--- config.mk ---
export PLATFORM = sky130hd
export DESIGN_NAME = nds_stall_drain_ctrl
export DESIGN_NICKNAME = d
export VERILOG_FILES = /design/src/rtl/nds_stall_drain_ctrl_pkg.sv /design/src/rtl/nds_flag_setclr.sv /design/src/rtl/nds_stall_drain_ctrl.sv
export SDC_FILE = /design/constraint.sdc
export NUM_CORES = 1
export LEC_CHECK = 0
export ABC_CLOCK_PERIOD_IN_PS = 5500
export BUFFER_PORTS_ARGS = -buffer_cell sky130_fd_sc_hd__buf_2
export CAP_MARGIN = 20
export CELL_PAD_IN_SITES_DETAIL_PLACEMENT = 1
export CELL_PAD_IN_SITES_GLOBAL_PLACEMENT = 1
export CORE_MARGIN = 2
export CORE_UTILIZATION = 44
export DETAILED_ROUTE_END_ITERATION = 12
export GPL_TIMING_DRIVEN = 0
export PLACE_DENSITY = 0.9
export RECOVER_POWER = 25
export SLEW_MARGIN = 20
export SYNTH_ARGS = -nofsm -noshare
export SYNTH_HDL_FRONTEND = slang
export SYNTH_SLANG_ARGS = --single-unit
export TNS_END_PERCENT = 10
--- constraint.sdc ---
create_clock -name clk -period 5.5 [get_ports clk]
set_input_delay 1.375 -clock clk [delete_from_list [all_inputs] [get_ports clk]]
set_output_delay 1.375 -clock clk [all_outputs]
set_load 0.005 [all_outputs]
--- src/rtl/nds_stall_drain_ctrl_pkg.sv ---
// nds_stall_drain_ctrl_pkg: shared FSM state type and default parameters for the stall/drain controller
package nds_stall_drain_ctrl_pkg;
  localparam int CNT_W_DEF = 4;
  localparam int TMO_CYC_DEF = 64;
  localparam int GAP_CYC_DEF = 2;
  typedef enum logic [1:0] {IDLE, DRAIN, COOL} nds_state_e;
endpackage

--- src/rtl/nds_flag_setclr.sv ---
// nds_flag_setclr: set/clear flag flop; ports clk, reset_n (async low), en (update enable when USE_EN_PIN), set, clr, q (flag)
module nds_flag_setclr #(
  parameter bit SET_OVER_CLR = 1'b0,
  parameter bit RESET_VALUE = 1'b0,
  parameter bit USE_EN_PIN = 1'b0
) (
  input  logic clk,
  input  logic reset_n,
  input  logic en,
  input  logic set,
  input  logic clr,
  output logic q
);
  logic upd;
  assign upd = USE_EN_PIN ? en : 1'b1;
  always_ff @(posedge clk or negedge reset_n)
    if (!reset_n) q <= RESET_VALUE;
    else if (upd) q <= SET_OVER_CLR ? (set | (q & ~clr)) : (~clr & (set | q));
endmodule

--- src/rtl/nds_stall_drain_ctrl.sv ---
// nds_stall_drain_ctrl: outstanding counter + replay stall/drain FSM; in issue/retire/replay/flush/sb_empty, out issue_ready/stall_set/stall_clr/stall/out_cnt/replay_drop/tmo_err
module nds_stall_drain_ctrl
  import nds_stall_drain_ctrl_pkg::*;
#(
  parameter int CNT_W = CNT_W_DEF,
  parameter int TMO_CYC = TMO_CYC_DEF,
  parameter int GAP_CYC = GAP_CYC_DEF
) (
  input  logic             clk,
  input  logic             reset_n,
  input  logic             issue_valid,
  input  logic             retire_valid,
  input  logic             replay_req,
  input  logic             flush,
  input  logic             sb_empty,
  output logic             issue_ready,
  output logic             stall_set,
  output logic             stall_clr,
  output logic             stall,
  output logic [CNT_W-1:0] out_cnt,
  output logic             replay_drop,
  output logic             tmo_err
);
  localparam int TW = $clog2(TMO_CYC);
  localparam int GW = $clog2(GAP_CYC + 1);
  localparam logic [CNT_W-1:0] MAX = '1;
  nds_state_e st;
  logic [CNT_W-1:0] cnt;
  logic [TW-1:0] tmo;
  logic [GW-1:0] cool;
  logic full, empty, drained, tmo_hit;
  assign full = cnt == MAX;
  assign empty = cnt == '0;
  assign drained = empty & sb_empty;
  assign tmo_hit = tmo == TW'(TMO_CYC - 1);
  assign issue_ready = ~full;
  assign out_cnt = cnt;
  assign stall_set = reset_n & ~flush & (st == IDLE) & replay_req & ~drained;
  assign tmo_err = reset_n & ~flush & (st == DRAIN) & ~drained & tmo_hit;
  assign stall_clr = reset_n & (flush ? stall : (st == DRAIN) & (drained | tmo_hit));
  assign replay_drop = reset_n & ~flush & (st == COOL) & replay_req;
  nds_flag_setclr #(
    .SET_OVER_CLR(1'b0),
    .RESET_VALUE(1'b0),
    .USE_EN_PIN(1'b0)
  ) u_stall (
    .clk(clk),
    .reset_n(reset_n),
    .en(1'b1),
    .set(stall_set),
    .clr(stall_clr),
    .q(stall)
  );
  always_ff @(posedge clk or negedge reset_n)
    if (!reset_n) begin
      st <= IDLE;
      cnt <= '0;
      tmo <= '0;
      cool <= '0;
    end else if (flush) begin
      st <= IDLE;
      cnt <= '0;
      tmo <= '0;
      cool <= '0;
    end else begin
      cnt <= (issue_valid & ~retire_valid & ~full) ? cnt + CNT_W'(1) :
             (retire_valid & ~issue_valid & ~empty) ? cnt - CNT_W'(1) : cnt;
      if (st == IDLE && stall_set) begin
        st <= DRAIN;
        tmo <= '0;
      end else if (st == DRAIN) begin
        if (stall_clr) begin
          st <= COOL;
          cool <= '0;
        end else tmo <= tmo + TW'(1);
      end else if (st == COOL) begin
        if (cool == GW'(GAP_CYC - 1)) st <= IDLE;
        else cool <= cool + GW'(1);
      end
    end
endmodule

Yosys cells after proc, flatten, opt, wreduce, memory -nomap -nowiden
Cells that the tools add are included.
{"block": "word_totals", "ff_bits": 15, "inputBits": 7, "out_inout_bits": 10}
{"block": "classes", "add_sub_neg": 4, "n_eq_ne": 10, "mux": 20, "bitwise_logic": 26, "n_reduce_logical": 11}
{"cell": "$mux 2", "count": 12}
{"cell": "$mux 6", "count": 4}
{"cell": "$and 1x1->1", "count": 17}
{"cell": "$mux 4", "count": 3}
{"cell": "$reduce_bool 3->1", "count": 3}
{"cell": "$reduce_bool 4->1", "count": 2}
{"cell": "$not 1->1", "count": 7}
{"cell": "$add 6x1->6 const B", "count": 1}
{"cell": "$eq 6x6->1 const B", "count": 1}
{"cell": "$ne 3x3->1 const B", "count": 2}
{"cell": "$add 4x1->4 const B", "count": 1}
{"cell": "$eq 2x1->1 const B", "count": 2}
{"cell": "$eq 4x4->1 const B", "count": 1}
{"cell": "$logic_not 4->1", "count": 1}
{"cell": "$ne 4x2->1 const B", "count": 1}
{"cell": "$reduce_and 4->1", "count": 1}
{"cell": "$sub 4x1->4 const B", "count": 1}
{"cell": "$ne 3x2->1 const B", "count": 1}
{"cell": "$reduce_and 3->1", "count": 1}
{"cell": "$add 2x1->2 const B", "count": 1}
{"cell": "$eq 2x2->1 const B", "count": 1}
{"cell": "$logic_not 2->1", "count": 1}
{"cell": "$ne 2x2->1 const B", "count": 1}
{"cell": "$or 1x1->1", "count": 2}
{"cell": "3 further kinds", "count": 3}

Logic depth before layout (Yosys ltp)
{"block": "logic_depth", "word_depth": 10, "depth_mapped": 8, "mapped_depth_nobuf": 8}

Cells and area by module
Synthesis repeated with hierarchy kept, for this count alone.
{"block": "unflattened", "cells_unflattened": 118, "area_unflattened_um2": 1064.8}
{"mod": "nds_stall_drain_ctrl", "instances": 1, "cells_per_inst": 116, "area_each_um2": 1029.7}
{"mod": "nds_flag_setclr", "instances": 1, "cells_per_inst": 2, "area_each_um2": 35.0}

Worst setup path before layout
OpenSTA, ideal clock, no wires.
{"block": "synth_timing", "path_kind": "input-to-output", "startpoint": "in flush", "endpoint": "out tmo_err", "arrival_time_ns": 1.982, "required_time_ns": 4.125, "setup_slack_ns": 2.143, "stages": 4, "n_path_buf": 1, "cell_sequence": "clkbuf_1 > nor2b_1 > nand2_1 > nor3_1"}
{"block": "synth_between", "elab_chain_len": 5}
{"element": "start: declaration", "line_no": "nds_stall_drain_ctrl.sv:14", "source": "input logic flush,"}
{"element": "$not 1->1", "line_no": "nds_stall_drain_ctrl.sv:39", "source": "assign tmo_err = reset_n & ~flush & (st == DRAIN) & ~drained & tmo_hit;"}
{"element": "$and 1x1->1 (4 in series)", "line_no": "nds_stall_drain_ctrl.sv:39"}
{"element": "end: declaration", "line_no": "nds_stall_drain_ctrl.sv:22", "source": "output logic tmo_err"}
No other way between the ends.

Worst setup path in the final report
{"block": "layout_timing", "startpoint": "in reset_n", "endpoint": "out stall_set"}
{"block": "layout_between", "elab_chain_len": 4}
{"element": "start: declaration", "line_no": "nds_stall_drain_ctrl.sv:10", "source": "input logic reset_n,"}
{"element": "$and 1x1->1 (4 in series)", "line_no": "nds_stall_drain_ctrl.sv:38", "source": "assign stall_set = reset_n & ~flush & (st == IDLE) & replay_req & ~drained;"}
{"element": "end: declaration", "line_no": "nds_stall_drain_ctrl.sv:17", "source": "output logic stall_set,"}
No other way between the ends.

==> reports/metrics.csv <==
stage,metric,value,unit
sta,min cycle time layout,4.245,ns
clock_tree,Clk Tree Root Cell,clkbuf_4,
worst_setup_path,CP Max Fanout,21,
worst_setup_path,Worst path slowest cell,clkbuf_1,
die,Die H,51.55,um
sta,Slew Limit Fails,0,
route,drt pass-1 iters,4,
global_route,largest net degree at the start of global routing,22,
sta,smallest hold slack,0.5361,ns
synthesis,post-synthesis mux area share,1.006,%
power,peak supply drop,0.0001776,V
die,Core Area,0.002170,sq mm
global_route,first-pass GRT wire length,3981,um
finish,Multi-input gate area,593.1,sq um
finish,nets,144,
die,die extent in x,51.55,um
place,gpl congestion,0.8441,
synthesis,post-synthesis sequential area ratio,37.74,%
sta,final worst slack,1.255,ns
sta,Max Fclk,235.6,MHz
worst_setup_path,WP data required,4.12,ns
worst_setup_path,R2R Setup Slk,3.49,ns
synthesis,Simple-Gate Fraction of Synth Area,25.16,%
status,status,completed,
route,DRC viols,0,
route,drt first-iter violations,12,
synthesis,post-synthesis compound-gate area fraction,21.13,%
sta,RSZ-0062 raised after global routing,no,
worst_setup_path,crit path cell chain,"clkbuf_1, nor2b_1, and4b_1, buf_2",
die,top-level port count,17,
clock_tree,TritonCTS clock tree,done,
finish,area grow syn2layout,14.09,%
synthesis,Post-Synth Adder-Cell Area,7.044,%
worst_setup_path,"slowest stage delay, CP",0.75,ns
finish,most frequent cells in the layout,"15 x dfrtp_1, 15 x buf_2, 14 x nor2_1",
die,Initial Util,45.85,%
die,num rows,17,
sta,worst-margin pin slew,1.040,ns
synthesis,Post-synth EDFFs,0,
sta,Tcrit/Tclk final,77.18,%
finish,fraction of layout instances using a drive strength above 1,18.32,%
global_route,initial antenna violation count,0,
power,Tot Pwr,0.3053,mW
hold_path,HP Class,register to register,
clock_tree,TritonCTS Buffers,3,
clock_tree,H-tree levels,1,
synthesis,cell count after synthesis,111,
synthesis,main combinational cell family by area after synthesis,simple AND/OR/NAND/NOR gates,
worst_setup_path,Startpoint Class,primary input,
worst_setup_path,crit path capture type,primary output,
route,Top Metal Used,met4,
synthesis,post-synth net total,123,
finish,fill cell count,282,
global_route,GRT Residual Overflow,0,
route,met2 WL post-DR,1211,um
clock_tree,clock slew at reported path FFs,0.09,ns
route,wl on met1,1108,um
route,vias per cell,5.610,
place,port bufs,16,
worst_setup_path,Critical Path AT,2.87,ns
power,leakage,0.5174,nW
route,via count,892,
clock_tree,# hold bufs at CTS,0,
clock_tree,CTS-repair resized insts,0,
clock_tree,clk sinks,15,
sta,Final Hold Viols,0,
route,Routed Antenna Nets,0,
sta,worst clock skew,0.002027,ns
power,pwr/cell area,269.0,mW/mm^2
place,Post-Place Worst Slack,1.665,ns
route,drt wl/cell,15.48,um
place,DP HPWL,1869,um
finish,register area,375.4,sq um
worst_setup_path,Setup Crit Path Kind,primary input to primary output,
sta,setup violators final,0,
route,total routed wirelength,2462,um
synthesis,Async SR Flop Fraction,100.0,%
clock_tree,Worst-Skew Late Latency,0.29,ns
synthesis,syn avg cell area,8.961,sq um
global_route,Total Routing Usage GR,20.62,%
synthesis,main flop type after synthesis,dfrtp_1,
clock_tree,Post CTS Setup Buffer Count,0,
clock_tree,Clock Tree Buf Depth,2,
synthesis,distinct cell type count after synthesis,36,
global_route,vias in the first global route,873,
sta,worst rel slew slack,30.66,%
route,DR WL met3,95,um
finish,ANT cells,0,
synthesis,Post-Synth XOR/XNOR Area,5.283,%
synthesis,"flops & latches, synth",15,
synthesis,area of the mapped netlist,994.7,sq um
sta,Setup TNS,0,ns
die,die footprint,0.002657,sq mm
synthesis,Ys Warns,0,
flow_run,total of max-cap violations,0,
[final cells by class]
class | count | area share, %
Inverter | 6 | 1.985
Tap cell | 28 | 3.087
Buffer | 1 | 0.3308
Multi-Input combinational cell | 89 | 52.26
Sequential cell | 15 | 33.08
Clock buffer | 4 | 2.315
Timing Repair Buffer | 16 | 6.946
[cells by family (layout without fill, tap and decap cells)]
logic type               after synthesis  after routing
XOR/XNOR                               6              6
AO/OA/AOI/OAI                         29             29
AND/OR/NAND/NOR                       48             48
multiplexers                           1              1
flip-flops                            15             15
buffers and inverters                  7             27
adder cells (fa/ha/maj)                5              5
[worst max-delay path: cells and delay by family]
kind	cells	cell delay [ns]
buffers and inverters	2	0.89
AND/OR/NAND/NOR	2	0.60
[synthesized netlist by cell type (2+ instances only)]
| cell type | number | area, sq um |
|---|---|---|
| a21oi_1 | 4 | 20.02 |
| nor2b_1 | 4 | 25.02 |
| a21o_1 | 2 | 15.01 |
| xor2_1 | 4 | 35.03 |
| ha_1 | 4 | 50.05 |
| and3_1 | 2 | 12.51 |
| nand3_1 | 6 | 30.03 |
| and2_1 | 2 | 12.51 |
| nor2_1 | 14 | 52.55 |
| o21ai_0 | 7 | 35.03 |
| or3_1 | 2 | 12.51 |
| xnor2_1 | 2 | 17.52 |
| inv_1 | 6 | 22.52 |
| dfrtp_1 | 15 | 375.4 |
| nand2b_1 | 4 | 25.02 |
| a31oi_1 | 2 | 12.51 |
| o21ai_1 | 2 | 10.01 |
| nand2_1 | 10 | 37.54 |
| o211ai_1 | 2 | 15.01 |
[report_power, final]
group | internal (mW) | total [mW] | switching [mW]
Clock | 0.0283 | 0.0660 | 0.0378
Sequential | 0.122 | 0.141 | 0.0189
Combinational | 0.0436 | 0.0987 | 0.0550
Total | 0.194 | 0.305 | 0.112
[worst paths after layout]
kind                            startpoint          to  cells after the start
max in group asynchronous          reset_n       st[1]                      1
min in group asynchronous          reset_n      tmo[3]                      1
worst max-delay path               reset_n   stall_set                      4
worst min-delay path                tmo[0]      tmo[0]                      1
worst min register to register      tmo[0]      tmo[0]                      1
worst max register to register  out_cnt[0]  out_cnt[3]                      8
[sequential cells by signal (all words and copies together) (netlist names)]
name / count
st: 2
cool: 2
tmo: 6
u_stall.q: 1
out_cnt: 4
[through the flow]
step           instance area (sq um)  instances  utilization [%]
4_1_cts                         1136        159            52.36
3_3_place_gp                    1110        155            51.15
5_1_grt                         1135        159            52.31
2_1_floorplan                  994.7        111                -
3_5_place_dp                    1110        155            51.15
6_report                        1135        159            52.31
[per-layer routing]
| metal | GRT usage (%) | vias to the layer above |
|---|---|---|
| met5 | 0 | - |
| met4 | 8.772 | 0 |
| met3 | 3.736 | 5 |
| met2 | 35.90 | 25 |
| met1 | 24.86 | 431 |
| li1 | - | 431 |
Power figures use the tool's default switching activity.
